==> src/rtl/mdu_iter_pkg.sv <==
// Shared definitions for the iterative multiply/divide unit: op and FSM state encodings.
package mdu_iter_pkg;

    typedef enum logic [1:0] {
        MDU_MULTU = 2'b00,
        MDU_MULT  = 2'b01,
        MDU_DIVU  = 2'b10,
        MDU_DIV   = 2'b11
    } mdu_op_e;

    typedef enum logic [1:0] {
        S_IDLE = 2'b00,
        S_RUN  = 2'b01,
        S_FIX  = 2'b10
    } mdu_state_e;

    function automatic logic op_is_div(input mdu_op_e op);
        return (op == MDU_DIVU) || (op == MDU_DIV);
    endfunction

    function automatic logic op_is_signed(input mdu_op_e op);
        return (op == MDU_MULT) || (op == MDU_DIV);
    endfunction

endpackage

==> src/rtl/mdu_iter_if.sv <==
// Bus between the CPU control path and the multiply/divide unit:
// operation request, MTHI/MTLO writes, and the HI/LO results.
interface mdu_iter_if #(
    parameter int WIDTH = 32
);
    logic             start;
    logic [1:0]       op;
    logic [WIDTH-1:0] a;
    logic [WIDTH-1:0] b;
    logic             hi_we;
    logic             lo_we;
    logic [WIDTH-1:0] wdata;
    logic             busy;
    logic             done;
    logic [WIDTH-1:0] hi;
    logic [WIDTH-1:0] lo;

    modport master (
        output start, op, a, b, hi_we, lo_we, wdata,
        input  busy, done, hi, lo
    );

    modport slave (
        input  start, op, a, b, hi_we, lo_we, wdata,
        output busy, done, hi, lo
    );
endinterface

==> src/rtl/mdu_step.sv <==
// One iteration of the multiply/divide datapath: a shift-add step for multiply,
// a restoring shift-subtract step for divide. Purely combinational.
module mdu_step #(
    parameter int WIDTH = 32
) (
    input  logic             is_div,
    input  logic [WIDTH-1:0] acc,
    input  logic [WIDTH-1:0] mq,
    input  logic [WIDTH-1:0] opnd,
    output logic [WIDTH-1:0] acc_nxt,
    output logic [WIDTH-1:0] mq_nxt
);
    logic [WIDTH:0]   sum;
    logic [WIDTH:0]   shifted;
    logic [WIDTH+1:0] diff;
    logic             unused_diff_bit;

    always_comb begin
        sum             = {1'b0, acc} + (mq[0] ? {1'b0, opnd} : '0);
        shifted         = {acc, mq[WIDTH-1]};
        diff            = {1'b0, shifted} - {2'b00, opnd};
        // The partial remainder always fits in WIDTH bits, so this bit is zero whenever it is kept.
        unused_diff_bit = diff[WIDTH];
        if (is_div) begin
            acc_nxt = diff[WIDTH+1] ? shifted[WIDTH-1:0] : diff[WIDTH-1:0];
            mq_nxt  = {mq[WIDTH-2:0], ~diff[WIDTH+1]};
        end else begin
            acc_nxt = sum[WIDTH:1];
            mq_nxt  = {sum[0], mq[WIDTH-1:1]};
        end
    end
endmodule

==> src/rtl/mdu_iter.sv <==
// Iterative MULT/MULTU/DIV/DIVU unit writing HI/LO, plus MTHI/MTLO register writes.
// Define MDU_SIGNED_EN to enable signed MULT/DIV; without it every op runs unsigned.
module mdu_iter
    import mdu_iter_pkg::*;
#(
    parameter int WIDTH = 32,
    parameter int CNT_W = 6
) (
    input  logic      clk,
    input  logic      rst,
    mdu_iter_if.slave bus
);
    mdu_state_e       state_q, state_d;
    logic [CNT_W-1:0] cnt_q, cnt_d;
    logic [WIDTH-1:0] acc_q, acc_d;
    logic [WIDTH-1:0] mq_q, mq_d;
    logic [WIDTH-1:0] opnd_q, opnd_d;
    logic [WIDTH-1:0] hi_q, hi_d;
    logic [WIDTH-1:0] lo_q, lo_d;
    logic             is_div_q, is_div_d;
    logic             neg_lo_q, neg_lo_d;
    logic             neg_hi_q, neg_hi_d;
    logic             done_q, done_d;
    logic [WIDTH-1:0] step_acc, step_mq;
    logic [WIDTH-1:0] fix_hi, fix_lo;
    logic [WIDTH-1:0] mag_a, mag_b;
    logic             sgn_op;
    mdu_op_e          op_in;

    function automatic logic [WIDTH-1:0] magnitude(input logic [WIDTH-1:0] x, input logic s);
        return (s && x[WIDTH-1]) ? -x : x;
    endfunction

    assign op_in = mdu_op_e'(bus.op);
`ifdef MDU_SIGNED_EN
    assign sgn_op = op_is_signed(op_in);
`else
    assign sgn_op = 1'b0;
`endif
    assign mag_a = magnitude(bus.a, sgn_op);
    assign mag_b = magnitude(bus.b, sgn_op);

    mdu_step #(.WIDTH(WIDTH)) u_step (
        .is_div  (is_div_q),
        .acc     (acc_q),
        .mq      (mq_q),
        .opnd    (opnd_q),
        .acc_nxt (step_acc),
        .mq_nxt  (step_mq)
    );

`ifdef MDU_SIGNED_EN
    logic [2*WIDTH-1:0] prod_fix;

    // Product is negated as a whole; quotient and remainder carry independent signs.
    always_comb begin
        prod_fix = neg_lo_q ? -{acc_q, mq_q} : {acc_q, mq_q};
        if (is_div_q) begin
            fix_hi = neg_hi_q ? -acc_q : acc_q;
            fix_lo = neg_lo_q ? -mq_q : mq_q;
        end else begin
            fix_hi = prod_fix[2*WIDTH-1:WIDTH];
            fix_lo = prod_fix[WIDTH-1:0];
        end
    end
`else
    logic unused_sign;
    assign unused_sign = neg_lo_q | neg_hi_q;
    assign fix_hi      = acc_q;
    assign fix_lo      = mq_q;
`endif

    always_comb begin
        state_d  = state_q;
        cnt_d    = cnt_q;
        acc_d    = acc_q;
        mq_d     = mq_q;
        opnd_d   = opnd_q;
        is_div_d = is_div_q;
        neg_lo_d = neg_lo_q;
        neg_hi_d = neg_hi_q;
        hi_d     = hi_q;
        lo_d     = lo_q;
        done_d   = 1'b0;
        case (state_q)
            S_IDLE: begin
                if (bus.start) begin
                    state_d  = S_RUN;
                    cnt_d    = CNT_W'(WIDTH);
                    acc_d    = '0;
                    is_div_d = op_is_div(op_in);
                    // Divide shifts the dividend out of mq; multiply shifts the multiplier.
                    mq_d     = is_div_d ? mag_a : mag_b;
                    opnd_d   = is_div_d ? mag_b : mag_a;
                    neg_lo_d = sgn_op & (bus.a[WIDTH-1] ^ bus.b[WIDTH-1]);
                    neg_hi_d = sgn_op & bus.a[WIDTH-1];
                end else begin
                    if (bus.hi_we) hi_d = bus.wdata;
                    if (bus.lo_we) lo_d = bus.wdata;
                end
            end
            S_RUN: begin
                acc_d = step_acc;
                mq_d  = step_mq;
                cnt_d = cnt_q - CNT_W'(1);
                if (cnt_q == CNT_W'(1)) state_d = S_FIX;
            end
            S_FIX: begin
                hi_d    = fix_hi;
                lo_d    = fix_lo;
                done_d  = 1'b1;
                state_d = S_IDLE;
            end
            default: state_d = S_IDLE;
        endcase
    end

    always_ff @(posedge clk or posedge rst) begin
        if (rst) begin
            state_q  <= S_IDLE;
            cnt_q    <= '0;
            acc_q    <= '0;
            mq_q     <= '0;
            opnd_q   <= '0;
            hi_q     <= '0;
            lo_q     <= '0;
            is_div_q <= 1'b0;
            neg_lo_q <= 1'b0;
            neg_hi_q <= 1'b0;
            done_q   <= 1'b0;
        end else begin
            state_q  <= state_d;
            cnt_q    <= cnt_d;
            acc_q    <= acc_d;
            mq_q     <= mq_d;
            opnd_q   <= opnd_d;
            hi_q     <= hi_d;
            lo_q     <= lo_d;
            is_div_q <= is_div_d;
            neg_lo_q <= neg_lo_d;
            neg_hi_q <= neg_hi_d;
            done_q   <= done_d;
        end
    end

    assign bus.busy = (state_q != S_IDLE);
    assign bus.done = done_q;
    assign bus.hi   = hi_q;
    assign bus.lo   = lo_q;
endmodule

==> src/flat_wrapper.sv <==
// flat-port wrapper written by rule: the top's interface ports become plain ports
module mdu_iter_flat import mdu_iter_pkg::*;
#(
    parameter int WIDTH = 32,
    parameter int CNT_W = 6
)
  (clk, rst, bus_start, bus_op, bus_a, bus_b, bus_hi_we, bus_lo_we, bus_wdata, bus_busy, bus_done, bus_hi, bus_lo);
  mdu_iter_if #(.WIDTH(WIDTH)) bus_i ();
  input  logic clk;
  input  logic rst;
  input wire logic [$bits(bus_i.start)-1:0] bus_start;
  input wire logic [$bits(bus_i.op)-1:0] bus_op;
  input wire logic [$bits(bus_i.a)-1:0] bus_a;
  input wire logic [$bits(bus_i.b)-1:0] bus_b;
  input wire logic [$bits(bus_i.hi_we)-1:0] bus_hi_we;
  input wire logic [$bits(bus_i.lo_we)-1:0] bus_lo_we;
  input wire logic [$bits(bus_i.wdata)-1:0] bus_wdata;
  output wire logic [$bits(bus_i.busy)-1:0] bus_busy;
  output wire logic [$bits(bus_i.done)-1:0] bus_done;
  output wire logic [$bits(bus_i.hi)-1:0] bus_hi;
  output wire logic [$bits(bus_i.lo)-1:0] bus_lo;
  assign bus_i.start = bus_start;
  assign bus_i.op = bus_op;
  assign bus_i.a = bus_a;
  assign bus_i.b = bus_b;
  assign bus_i.hi_we = bus_hi_we;
  assign bus_i.lo_we = bus_lo_we;
  assign bus_i.wdata = bus_wdata;
  assign bus_busy = bus_i.busy;
  assign bus_done = bus_i.done;
  assign bus_hi = bus_i.hi;
  assign bus_lo = bus_i.lo;
  mdu_iter #(.WIDTH(WIDTH), .CNT_W(CNT_W)) u_core (.clk(clk), .rst(rst), .bus(bus_i));
endmodule
==> config.mk <==
export PLATFORM = sky130hd
export DESIGN_NAME = mdu_iter_flat
export DESIGN_NICKNAME = d
export VERILOG_FILES = /design/src/rtl/mdu_iter_pkg.sv /design/src/rtl/mdu_iter_if.sv /design/src/rtl/mdu_step.sv /design/src/rtl/mdu_iter.sv /design/src/flat_wrapper.sv
export SDC_FILE = /design/constraint.sdc
export NUM_CORES = 1
export LEC_CHECK = 0
export ABC_CLOCK_PERIOD_IN_PS = 6800
export BUFFER_PORTS_ARGS = -buffer_cell sky130_fd_sc_hd__clkbuf_2
export CAP_MARGIN = 10
export CORE_MARGIN = 2
export CORE_UTILIZATION = 55
export DETAILED_ROUTE_END_ITERATION = 8
export MAX_ROUTING_LAYER = met4
export PLACE_DENSITY = 0.78
export SYNTH_ARGS = -nofsm -noshare
export SYNTH_HDL_FRONTEND = slang
export SYNTH_SLANG_ARGS = --single-unit
==> constraint.sdc <==
create_clock -name clk -period 6.8 [get_ports clk]
set_input_delay 0.34 -clock clk [delete_from_list [all_inputs] [get_ports clk]]
set_output_delay 0.34 -clock clk [all_outputs]
set_load 0.01 [all_outputs]
==> metrics.md <==
| Metric | Value |
|---|---|
| Post-Syn Area per Cell | `8.81 um^2` |
| Syn_nets | `1551` |
| Initial antenna violation count | `0` |
| Reg clk slew, reported paths | `80 ps` |
| Leak | `roughly 6.3 nW` |
| Post-cts resize count | `0` |
| Period utilization | `59.6%` |
| Fillers | `1838` |
| Worst slack, placed | `2890 ps` |
| Clock Tree Buf Depth | `2` |
| Syn Inst Count | `1380` |
| Post-Syn Area | `12200 um^2` |
| Latest clock arrival within the worst-skew pair | `450 ps` |
| TritonCTS Buffers | `17` |
| # nets final | `1666` |
| CTS sink cnt | `170` |
| Area delta synth->final | `13.0%` |
| Unique masters post-synth | `81` |
| Critical path type | `reg -> reg` |
| Largest net degree at the start of global routing | `117` |
| Final GP Congestion | `0.978` |
| Total Routing Usage GR | `30.8%` |
| Cells after DPL | `1756` |
| Slew headroom | `23.4%` |
| Die Y | `153 um` |
| Area fraction of the dominant cell type after synthesis | `a little over a third` |
| Top cell type by total area after synthesis | `dfrtp_1` |
| Final Routed Wirelength | `35.0 mm` |
| Max-slew violations | `0` |
| Startpoint Class | `flop` |
| CP Cell Sequence | `nand2_1, inv_1, ha_1, a211oi_1, o211ai_1, a31oi_2, nor3_1, or4_1, and3_1, xnor2_1, nand2b_1, a32o_1` |
| Clock root cell | `clkbuf_16` |
| Max-Cap Viols | `0` |
| Die width | `153 um` |
| FP Rows | `54` |
| Final setup TNS | `0 ps` |
| R2R depth | `12` |
| Most common cell after layout, fill and taps aside | `dfrtp_1` |
| Setup repair after global routing missed its margin | `false` |
| Initial DRC count | `869` |
| Initial core utilization | `55.9%` |
| Final setup margin | `~2700 ps` |
| Die ar. | `approximately 23000 um^2` |
| IO Pins | `169` |
| Detailed placement HPWL | `25.5 mm` |
| Reg2Reg Setup Slack | `2740 ps` |
| Max VDD drop | `between 0.0002 and 0.0003 V` |
| Cell Pwr Density | `603 nW/um^2` |
| Port Buffers | `167` |
| Most frequent cells in the layout | `dfrtp_1, clkbuf_2, mux2i_1, nand2_1, o21ai_0` |
| Post-synth EDFFs | `0` |
| Final min period | `4060 ps` |
| Post-route DRC | `0` |
| Crit path max fanout | `35` |
| Postcts setup bufs | `0` |
| Status | `finished, final reports clean` |
| FF-to-FF End | `u_core.acc_q[30]$_DFFE_PP0P_` |
| Via density | `6.24` |
| Core Footprint | `about 22000 um^2` |
| Hold_buf cts | `0` |
| Worst r2r src | `u_core.fix_lo[0]$_DFFE_PP0P_` |
| Synth top area cells | `dfrtp_1, mux2i_1, ha_1, o21ai_0, nand2_1` |
| TritonCTS clock tree | `yes` |
| Share of layout cells above drive strength 1 | `15.8%` |
| Fin area | `about 14000 um^2` |
| F_max | `around 250 MHz` |
| Endpoints failing hold | `0` |
| Crit end category | `flop` |
| Slew @ Worst Pin | `around 1100 ps` |
| WL per Instance | `19.6 um` |
| Ys flop type | `dfrtp_1` |
| Final setup viols | `0` |
| Placement Cell Area | `13100 um^2` |
| Fin cells | `1788` |
| Post-route ant nets | `0` |
| Vias in the first global route | `10786` |
| Grt ovf | `0` |
| First-pass GRT wire length | `around 56 mm` |
| Vias | `11166` |
| First-pass iteration count of the detailed router | `6` |
| Post-synthesis async set-or-reset flop share | `100%` |
| Yosys warning total | `0` |
| Arr. time, crit path | `4390 ps` |
| Req. time, crit path | `7130 ps` |
| Worst min-delay path class | `in -> async` |
| Largest stage delay, worst path | `1100 ps` |
| Setup Skew | `13.9 ps` |
| CTS H-tree lvls | `4` |
| # diodes | `0` |
| Synth Register Bits | `170` |
| Crit-path slowest cell | `dfrtp_1` |
| Final Power | `8.29 mW` |
| Seq/Total Area, Yosys | `roughly a third` |
==> cells by family (layout without fill, tap and decap cells) <==
kind of cell / Yosys count / after routing / synth area share, %
compound gates: 416 / 416 / 21.9
simple gates: 374 / 374 / 14.3
flops: 170 / 170 / 35.0
mux: 165 / 165 / 13.6
buf+inv: 138 / 266 / 4.59
fa+ha+maj: 68 / 68 / 7.12
xor+xnor: 49 / 49 / 3.53
==> cell usage after synthesis, types with 19 or more instances <==
master,instances
dfrtp_1,170
mux2i_1,164
nand2_1,157
o21ai_0,127
a21oi_1,117
nor2_1,91
ha_1,66
inv_1,57
clkbuf_1,52
and2_1,34
xnor2_1,30
a21o_1,29
o221ai_1,24
a211oi_1,19
xor2_1,19
==> cell type report <==
class | count | area (um^2) | share of cell area [%]
clock inverter | 15 | 199 | 1.45
clock buffer | 17 | 425 | 3.10
multi-input combinational | 1072 | 7380 | 53.7
sequential | 170 | 4260 | 31.0
tap | 280 | 350 | 2.55
inverter | 57 | 219 | 1.59
timing repair buffer | 177 | 913 | 6.65
==> flip-flops by register name (all words and copies together), names as in the netlist <==
register,cells
u_core.state_q,2
u_core.acc_q,32
u_core.cnt_q,6
u_core.is_div_q,1
u_core.bus.lo,32
u_core.fix_lo,32
u_core.bus.done,1
u_core.opnd_q,32
u_core.bus.hi,32
==> layer usage <==
metal	vias to the layer above	routed length, um	global-route usage, %
li1	5234	-	-
met1	5409	14500	38.0
met2	421	17100	50.8
met3	102	2000	4.69
met4	0	1410	12.3
met5	-	0	-
==> stage by stage <==
step	hold slack (ps)	util, %
6_report	130	63.2
3_5_place_dp	472	60.3
2_1_floorplan	446	-
3_3_place_gp	467	60.3
5_1_grt	203	63.2
4_1_cts	198	63.2
==> worst max-delay path, delay by kind of cell, from the launching register on <==
family / cells / cell delay (ps)
AND/OR/NAND/NOR: 5 / 1200
AO/OA/AOI/OAI: 4 / 1140
flip-flops: 1 / 1100
adder cells (fa/ha/maj): 1 / 240
XOR/XNOR: 1 / 160
buffers and inverters: 1 / 110
==> worst max-delay path by stage <==
stage                                         endpoint                         start  depth (start not counted)
after floorplan            u_core.acc_q[0]$_DFFE_PP0P_                           rst                          1
after global placement    u_core.acc_q[30]$_DFFE_PP0P_  u_core.fix_lo[0]$_DFFE_PP0P_                         12
after detailed placement  u_core.acc_q[30]$_DFFE_PP0P_  u_core.fix_lo[0]$_DFFE_PP0P_                         12
after CTS                 u_core.acc_q[30]$_DFFE_PP0P_  u_core.fix_lo[0]$_DFFE_PP0P_                         12
after global routing      u_core.acc_q[30]$_DFFE_PP0P_  u_core.fix_lo[0]$_DFFE_PP0P_                         12
final                     u_core.acc_q[30]$_DFFE_PP0P_  u_core.fix_lo[0]$_DFFE_PP0P_                         12
==> power by group <==
group          internal (mW)  switching (mW)
combinational           2.17            2.97
sequential              1.53           0.594
clock                  0.534           0.490
total                   4.24            4.05
No activity file was read; power rests on OpenSTA's default activity.
